===== src/rtl/wb_port_arbiter_if.sv =====
// Register-file write-port bundle shared by the in-order pipeline, the long-latency
// unit and the arbiter that owns the write port.
interface wb_port_arbiter_if #(
    parameter int XLEN = 64
);
    logic            pipe_valid_i;
    logic            pipe_rd_wen_i;
    logic [4:0]      pipe_rd_addr_i;
    logic [XLEN-1:0] pipe_rd_data_i;
    logic            pipe_mem_read_i;
    logic [XLEN-1:0] pipe_mem_rdata_i;
    logic            pipe_stall_o;
    logic            lu_valid_i;
    logic [4:0]      lu_rd_addr_i;
    logic [XLEN-1:0] lu_rd_data_i;
    logic            lu_ready_o;
    logic            wb_rd_wen_o;
    logic [4:0]      wb_rd_addr_o;
    logic [XLEN-1:0] wb_rd_wdata_o;

    modport slave (
        input  pipe_valid_i, pipe_rd_wen_i, pipe_rd_addr_i, pipe_rd_data_i,
               pipe_mem_read_i, pipe_mem_rdata_i,
               lu_valid_i, lu_rd_addr_i, lu_rd_data_i,
        output pipe_stall_o, lu_ready_o, wb_rd_wen_o, wb_rd_addr_o, wb_rd_wdata_o
    );

    modport master (
        output pipe_valid_i, pipe_rd_wen_i, pipe_rd_addr_i, pipe_rd_data_i,
               pipe_mem_read_i, pipe_mem_rdata_i,
               lu_valid_i, lu_rd_addr_i, lu_rd_data_i,
        input  pipe_stall_o, lu_ready_o, wb_rd_wen_o, wb_rd_addr_o, wb_rd_wdata_o
    );
endinterface


===== src/rtl/wb_port_arbiter.sv =====
// Write-back port arbiter: pipeline has priority, a starvation guard forces one
// long-unit grant after STARVE_LIMIT consecutive denials. Write outputs are registered.
//
// state   | meaning
// S_ARB   | pipeline wins when it writes rd; long unit takes idle slots and counts denials
// S_FORCE | one-cycle forced long-unit grant; a writing pipeline instruction is stalled
module wb_port_arbiter #(
    parameter int XLEN         = 64,
    parameter int STARVE_LIMIT = 4
) (
    input logic          clk,
    input logic          rst,
    wb_port_arbiter_if.slave bus
);
    typedef enum logic {S_ARB, S_FORCE} state_e;

    localparam logic [3:0] LIMIT_M1 = 4'(STARVE_LIMIT - 1);

    state_e          state_q, state_d;
    logic [3:0]      cnt_q, cnt_d;
    logic            wen_q, wen_d;
    logic [4:0]      addr_q, addr_d;
    logic [XLEN-1:0] data_q, data_d;

    logic            pipe_req;
    logic [XLEN-1:0] pipe_data;
    logic            lu_ready;
    logic            pipe_stall;
    logic            lu_xfer;
    logic            pipe_win;

    assign pipe_req  = bus.pipe_valid_i & bus.pipe_rd_wen_i;
    assign pipe_data = bus.pipe_mem_read_i ? bus.pipe_mem_rdata_i : bus.pipe_rd_data_i;

    always_ff @(posedge clk) begin
        if (rst) begin
            state_q <= S_ARB;
            cnt_q   <= '0;
            wen_q   <= 1'b0;
            addr_q  <= '0;
            data_q  <= '0;
        end else begin
            state_q <= state_d;
            cnt_q   <= cnt_d;
            wen_q   <= wen_d;
            addr_q  <= addr_d;
            data_q  <= data_d;
        end
    end

    always_comb begin
        state_d = state_q;
        cnt_d   = '0;
        case (state_q)
            S_ARB: begin
                if (bus.lu_valid_i && !lu_ready) begin
                    if (cnt_q == LIMIT_M1) begin
                        state_d = S_FORCE;
                    end else if (cnt_q != 4'hF) begin
                        cnt_d = cnt_q + 4'd1;
                    end else begin
                        cnt_d = cnt_q;
                    end
                end
            end
            S_FORCE: state_d = S_ARB;
            default: state_d = S_ARB;
        endcase
    end

    always_comb begin
        lu_ready   = 1'b0;
        pipe_stall = 1'b0;
        if (!rst) begin
            case (state_q)
                S_ARB:   lu_ready = bus.lu_valid_i & ~pipe_req;
                S_FORCE: begin
                    lu_ready   = bus.lu_valid_i;
                    // A vanished long-unit request must not freeze the pipeline.
                    pipe_stall = pipe_req & bus.lu_valid_i;
                end
                default: lu_ready = 1'b0;
            endcase
        end
        lu_xfer  = bus.lu_valid_i & lu_ready;
        pipe_win = pipe_req & ~pipe_stall & ~lu_xfer;

        wen_d  = 1'b0;
        addr_d = addr_q;
        data_d = data_q;
        if (lu_xfer) begin
            wen_d  = (bus.lu_rd_addr_i != 5'd0);
            addr_d = bus.lu_rd_addr_i;
            data_d = bus.lu_rd_data_i;
        end else if (pipe_win) begin
            wen_d  = (bus.pipe_rd_addr_i != 5'd0);
            addr_d = bus.pipe_rd_addr_i;
            data_d = pipe_data;
        end
    end

    assign bus.lu_ready_o    = lu_ready;
    assign bus.pipe_stall_o  = pipe_stall;
    assign bus.wb_rd_wen_o   = wen_q;
    assign bus.wb_rd_addr_o  = addr_q;
    assign bus.wb_rd_wdata_o = data_q;
endmodule


===== src/flat_wrapper.sv =====
// flat-port wrapper written by rule: the top's interface ports become plain ports
module wb_port_arbiter_flat 
#(
    parameter int XLEN         = 64,
    parameter int STARVE_LIMIT = 4
)
  (clk, rst, bus_pipe_valid_i, bus_pipe_rd_wen_i, bus_pipe_rd_addr_i, bus_pipe_rd_data_i, bus_pipe_mem_read_i, bus_pipe_mem_rdata_i, bus_lu_valid_i, bus_lu_rd_addr_i, bus_lu_rd_data_i, bus_pipe_stall_o, bus_lu_ready_o, bus_wb_rd_wen_o, bus_wb_rd_addr_o, bus_wb_rd_wdata_o);
  wb_port_arbiter_if #(.XLEN(XLEN)) bus_i ();
  input logic clk;
  input logic rst;
  input wire logic [$bits(bus_i.pipe_valid_i)-1:0] bus_pipe_valid_i;
  input wire logic [$bits(bus_i.pipe_rd_wen_i)-1:0] bus_pipe_rd_wen_i;
  input wire logic [$bits(bus_i.pipe_rd_addr_i)-1:0] bus_pipe_rd_addr_i;
  input wire logic [$bits(bus_i.pipe_rd_data_i)-1:0] bus_pipe_rd_data_i;
  input wire logic [$bits(bus_i.pipe_mem_read_i)-1:0] bus_pipe_mem_read_i;
  input wire logic [$bits(bus_i.pipe_mem_rdata_i)-1:0] bus_pipe_mem_rdata_i;
  input wire logic [$bits(bus_i.lu_valid_i)-1:0] bus_lu_valid_i;
  input wire logic [$bits(bus_i.lu_rd_addr_i)-1:0] bus_lu_rd_addr_i;
  input wire logic [$bits(bus_i.lu_rd_data_i)-1:0] bus_lu_rd_data_i;
  output wire logic [$bits(bus_i.pipe_stall_o)-1:0] bus_pipe_stall_o;
  output wire logic [$bits(bus_i.lu_ready_o)-1:0] bus_lu_ready_o;
  output wire logic [$bits(bus_i.wb_rd_wen_o)-1:0] bus_wb_rd_wen_o;
  output wire logic [$bits(bus_i.wb_rd_addr_o)-1:0] bus_wb_rd_addr_o;
  output wire logic [$bits(bus_i.wb_rd_wdata_o)-1:0] bus_wb_rd_wdata_o;
  assign bus_i.pipe_valid_i = bus_pipe_valid_i;
  assign bus_i.pipe_rd_wen_i = bus_pipe_rd_wen_i;
  assign bus_i.pipe_rd_addr_i = bus_pipe_rd_addr_i;
  assign bus_i.pipe_rd_data_i = bus_pipe_rd_data_i;
  assign bus_i.pipe_mem_read_i = bus_pipe_mem_read_i;
  assign bus_i.pipe_mem_rdata_i = bus_pipe_mem_rdata_i;
  assign bus_i.lu_valid_i = bus_lu_valid_i;
  assign bus_i.lu_rd_addr_i = bus_lu_rd_addr_i;
  assign bus_i.lu_rd_data_i = bus_lu_rd_data_i;
  assign bus_pipe_stall_o = bus_i.pipe_stall_o;
  assign bus_lu_ready_o = bus_i.lu_ready_o;
  assign bus_wb_rd_wen_o = bus_i.wb_rd_wen_o;
  assign bus_wb_rd_addr_o = bus_i.wb_rd_addr_o;
  assign bus_wb_rd_wdata_o = bus_i.wb_rd_wdata_o;
  wb_port_arbiter #(.XLEN(XLEN), .STARVE_LIMIT(STARVE_LIMIT)) u_core (.clk(clk), .rst(rst), .bus(bus_i));
endmodule

===== config.mk =====
export PLATFORM = sky130hd
export DESIGN_NAME = wb_port_arbiter_flat
export DESIGN_NICKNAME = d
export VERILOG_FILES = /design/src/rtl/wb_port_arbiter_if.sv /design/src/rtl/wb_port_arbiter.sv /design/src/flat_wrapper.sv
export SDC_FILE = /design/constraint.sdc
export NUM_CORES = 1
export LEC_CHECK = 0
export ABC_CLOCK_PERIOD_IN_PS = 1250
export CAP_MARGIN = 20
export CORE_ASPECT_RATIO = 1.25
export CORE_UTILIZATION = 34
export CTS_CLUSTER_SIZE = 14
export DETAILED_ROUTE_END_ITERATION = 6
export GPL_TIMING_DRIVEN = 0
export PLACE_DENSITY = 0.77
export SLEW_MARGIN = 20
export SYNTH_ARGS = -nofsm -noshare
export SYNTH_HDL_FRONTEND = slang
export SYNTH_SLANG_ARGS = --single-unit

===== constraint.sdc =====
create_clock -name clk -period 1.25 [get_ports clk]
set_input_delay 0.25 -clock clk [delete_from_list [all_inputs] [get_ports clk]]
set_output_delay 0.25 -clock clk [all_outputs]
set_load 0.01 [all_outputs]

==> Word level (Yosys, flattened, before mapping) <==
Index checks and enable logic that the tools add are counted.
Widths: inputs -> output; s select.
{ "word_totals": {"reg_bits": 75, "input_bits": 208, "out_inout_bits": 72, "wordCells": 39} }
{ "op_classes": {"n_addsub": 1, "eq_ne": 2, "mux": 14, "n_bitwise": 11, "n_reduce_logical": 6} }
{ "op_table": {"columns": ["op", "n"], "rows": [
  ["$mux 64", 3],
  ["$mux 5", 2],
  ["$reduce_bool 5->1", 2],
  ["$mux 1", 7],
  ["$and 1x1->1", 6],
  ["$not 1->1", 5],
  ["$add 4x1->4 const B", 1],
  ["$eq 4x2->1 const B", 1],
  ["$ne 4x4->1 const B", 1],
  ["$pmux 1 s2", 2],
  ["$reduce_or 4->1", 1],
  ["$reduce_bool 2->1", 1],
  ["$logic_and 1x1->1", 1],
  ["$logic_not 1->1", 1]
]} }

==> Longest topological paths before layout <==
Gate-level depths: netlist of the first run.
{ "depth": {"word_depth": 10, "mapped_depth": 7, "depth_no_buf": 4} }

==> Worst setup path before layout of the first run <==
Ideal clock, no wire load.
{ "synth_timing": {"path_type": "input to output", "startpoint": "input bus_lu_valid_i", "endpoint": "output bus_pipe_stall_o", "arrival_ns": 1.091, "required_time_ns": 1.000, "slack_ns": -0.091, "cell_stages": 5, "n_path_buf": 3, "path_cell_list": "buf_4 and2b_4 buf_2 buf_4 and3_1"} }
{ "synth_via": {"elab_chain_len": 3} }
{ "synth_rtl": {"columns": ["element", "line_no", "rtl"], "rows": [
  ["start: declaration", "flat_wrapper.sv:17", "input wire logic [$bits(bus_i.lu_valid_i)-1:0] bus_lu_valid_i;"],
  ["$and 1x1->1", "wb_port_arbiter.sv:80", "pipe_stall = pipe_req & bus.lu_valid_i;"],
  ["$mux 1", "wb_port_arbiter.sv:75", "case (state_q)"],
  ["$mux 1", "wb_port_arbiter.sv:74", "if (!rst) begin"],
  ["end: declaration", "flat_wrapper.sv:20", "output wire logic [$bits(bus_i.pipe_stall_o)-1:0] bus_pipe_stall_o;"]
]} }
Every way passes these cells.

==> Worst setup path in the final report of the first run <==
{ "layout_timing": {"startpoint": "register u_core.state_q", "endpoint": "output bus_lu_ready_o"} }
{ "layout_via": {"elab_chain_len": 3} }
{ "layout_rtl": {"columns": ["element", "line_no", "rtl"], "rows": [
  ["start: declaration", "wb_port_arbiter.sv:19", "state_e state_q, state_d;"],
  ["start signal: assignment", "wb_port_arbiter.sv:43", "state_q <= state_d;"],
  ["$not 1->1", "wb_port_arbiter.sv:75", null],
  ["$pmux 1 s2 *", "wb_port_arbiter.sv:75", null],
  ["$mux 1 *", "wb_port_arbiter.sv:74", null],
  ["end: declaration", "flat_wrapper.sv:21", "output wire logic [$bits(bus_i.lu_ready_o)-1:0] bus_lu_ready_o;"]
]} }
Every way passes the cells marked *; elsewhere a longest branch is shown, timed or not.

==> impl_metrics.env, run 1 <==
export IMPL_tightest_slew_ns=0.648
export IMPL_initial_core_util_pct=35.0
export IMPL_dp_hpwl_um=14400
export IMPL_r2r_end="u_core.bus.wb_rd_wdata_o[38]"
export IMPL_max_freq_mhz=667
export IMPL_multiInputGateArea_sq_um=2930
export IMPL_grt_pass1_vias=5780
export IMPL_cts_root_buf="clkbuf_16"
export IMPL_io_buffers=277
export IMPL_grt_overflow=0
export IMPL_die_w_um=107
export IMPL_holdPathStages=2
export IMPL_wirelength_um=19600
export IMPL_ir_drop_mv=0.509
export IMPL_placed_area_sq_um=7670
export IMPL_avgRoutedWirePerCell_um=19.9
export IMPL_core_area_sq_um=13300
export IMPL_violations="negative setup slack"
export IMPL_fin_setup_tns_ns=-11.01
export IMPL_finalSetupViolCount=72
export IMPL_drv_cap=0
export IMPL_die_area_sq_um=14200
export IMPL_hold_start="u_core.bus.wb_rd_wdata_o[15]"
export IMPL_skew_ns=0.00673
export IMPL_fin_crit_sh_pct=120
export IMPL_drc_errors=0
export IMPL_final_cell_mix="clkdlybuf4s50_1, nand3_1, dfxtp_1, dlygate4sd2_1, a31oi_1"
export IMPL_leakage_uw=0.00332
export IMPL_syn_avg_cell_area_sq_um=9.34
export IMPL_grt_usage_pct=26.7
export IMPL_io_pins=280
export IMPL_cp_startpoint="u_core.state_q"
export IMPL_period_minus_slack_ns=1.50
export IMPL_synth_top_area_share_pct=32.3
export IMPL_synth_area_leader_cell="dfxtp_1"
export IMPL_vias=5590
export IMPL_worstReg2RegStart="u_core.state_q"
export IMPL_drive_above_1_share_pct=26.2
export IMPL_cts_tree="yes"
export IMPL_antenna_found_initial=0
export IMPL_whs_ns=0.481
export IMPL_seqCellArea_sq_um=1510
export IMPL_dr_pass1_iters=5
export IMPL_cp_end_kind="primary output"
export IMPL_cts_buffers=9
export IMPL_startpoint_type="register"
export IMPL_slowest_delay_ns=0.35
export IMPL_layout_nets=1016
export IMPL_synthTopCellsByArea="dfxtp_1, nand3_1, mux2_2"
export IMPL_ys_types=40
export IMPL_fin_area_sq_um=8400
export IMPL_gp_congestion=0.814
export IMPL_rows=47
export IMPL_synth_yosys_seq_area_share_pct=32.3
export IMPL_synth_cells=498
export IMPL_drtIter0Drc=272
export IMPL_critPathArrivalTime_ns=1.25
export IMPL_viasPerCell=5.69
export IMPL_synth_area_sq_um=4650
export IMPL_critPathMaxFanout=4
export IMPL_finalMaxSlewViolations=0
export IMPL_p_per_area_nw_per_um2=891
export IMPL_rsz0062_at_grt="yes"
export IMPL_crit_type="register to primary output"
export IMPL_grt_pass1_wl_um=29700
export IMPL_grt_start_max_net_pins=13
export IMPL_nFillCells=1157
export IMPL_slew_limit_headroom_pct=55.7
export IMPL_ys_warn_count=0
export IMPL_hold_viol=0
export IMPL_syn_num_nets=707
export IMPL_clock_sinks=75
export IMPL_hold_path_class="register to register"
export IMPL_crit_slowest_cell="dfxtp_4"
export IMPL_final_setup_worst_slack_ns=-0.248
export IMPL_hold_end="u_core.bus.wb_rd_wdata_o[15]"
export IMPL_mostFrequentLayoutCell="clkdlybuf4s50_1"
export IMPL_clkTransAtPathRegs_ns=0.06
export IMPL_path_cells="and3b_2 > buf_8 > nor2_4 > buf_6"
export IMPL_r2r_cells=8
export IMPL_cts_buffer_depth=2
export IMPL_clk_latency_ns=0.34
export IMPL_synth_seq_cells=75
export IMPL_antenna_cells=0
export IMPL_synthToLayoutAreaGrowth_pct=80.6
export IMPL_die_h_um=133
export IMPL_htree_levels=3
export IMPL_r2r_slack_ns=-0.22
export IMPL_ant_nets=0
export IMPL_required_ns=1.00
export IMPL_status="finished with violations"
-- sequential cells by signal, summed over array words and instances (netlist names) --
name	count
u_core.bus.wb_rd_wen_o	1
u_core.bus.wb_rd_addr_o	5
u_core.state_q	1
u_core.cnt_q	4
u_core.bus.wb_rd_wdata_o	64
-- cell families (layout without fill, tap and decap cells) --
family	after synthesis	count (layout)	share of synthesized area (%)
buffers and inverters	63	377	9.42
multiplexers	65	65	14.9
AO/OA/AOI/OAI	82	82	15.2
flip-flops	75	75	32.3
AND/OR/NAND/NOR	212	212	28.0
adder cells (fa/ha/maj)	1	1	0.269
-- critical path, delay by kind of cell (launching register included) --
| kind | cells | cell delay (ns) |
|---|---|---|
| buffers and inverters | 2 | 0.23 |
| flip-flops | 1 | 0.35 |
| AND/OR/NAND/NOR | 2 | 0.34 |
-- through the flow --
| step | std cells | util, % | power [uW] | setup slack (ns) |
|---|---|---|---|---|
| 3_3_place_gp | 946 | 57.7 | 4690 | -1.21 |
| 3_5_place_dp | 946 | 57.7 | 4740 | -1.23 |
| 2_1_floorplan | 498 | - | 3530 | -0.0298 |
| 4_1_cts | 976 | 62.4 | 7470 | -0.304 |
| 5_1_grt | 983 | 63.2 | 7770 | -0.310 |
| 6_report | 983 | 63.2 | 7490 | -0.248 |
-- Yosys cell counts, drive strengths merged --
master and number:
and3b 1, a31oi 38, clkbuf 10, nor4 1, o211ai 2, o21ai 3
or4 2, nor4b 32, a21oi 4, nand3 112, a21o 1, nor3 16
nand3b 2, mux2 32, inv 1, and2b 1, and3 3, mux2i 33
or3 17, o21bai 1, a2111oi 32, nand2 1, nor2 20, nor2b 2
a211oi 1, buf 52, dfxtp 75, and2 1, nand2b 1, ha 1
-- how the worst max path moves through the flow --
| stage | end | slack (ns) | depth (start not counted) |
|---|---|---|---|
| 2_1_floorplan | bus_pipe_stall_o | -0.03 | 5 |
| 3_3_place_gp | bus_pipe_stall_o | -1.21 | 7 |
| 3_5_place_dp | bus_pipe_stall_o | -1.23 | 7 |
| 4_1_cts | bus_lu_ready_o | -0.30 | 5 |
| 5_1_grt | bus_lu_ready_o | -0.31 | 4 |
| 6_report | bus_lu_ready_o | -0.25 | 4 |
-- area by class of cell --
class	count	area share, %
repair buffers	300	34.5
clock buffers	12	3.17
plain buffers	60	6.37
clock inverters	4	0.566
inverters	1	0.0447
multi-input cells	360	34.9
flip-flops and latches	75	17.9
well taps	171	2.55
-- repair_timing --
item / 4_1_cts / 5_1_grt
pin swaps: 38 / 23
setup buffers: 11 / 9
hold buffers: 0 / 0
gates cloned: 3 / 0
setup endpoints to repair: 147 / 84
gates resized for setup: 166 / 24
-- report_power, final --
group | switching [uW] | total, uW | internal, uW
Combinational | 877 | 2100 | 1220
Clock | 1040 | 2750 | 1700
Sequential | 90.7 | 2650 | 2560
-- routing by layer --
layer  share of wire [%]  global-route usage, %  vias up
li1                    -                      -     2550
met1                  36                   28.4     2672
met2                  53                   49.4      308
met3                 7.8                   5.81       60
met4                 3.5                   12.6        0
met5                   0                      0        -
Power figures use the tool's default switching activity.
==> run 2: changes to the inputs <==
- HOLD_SLACK_MARGIN: default -> 0.12
- TNS_END_PERCENT: default -> 100
==> results of run 2 <==
Same layout as run 1: the final DEF is identical, and so are final timing and power.
==> run 3: changes to the inputs <==
- CTS_CLUSTER_SIZE: 14 -> 16
==> results of run 3 <==
Same layout as run 1: the final DEF is identical, and so are final timing and power.
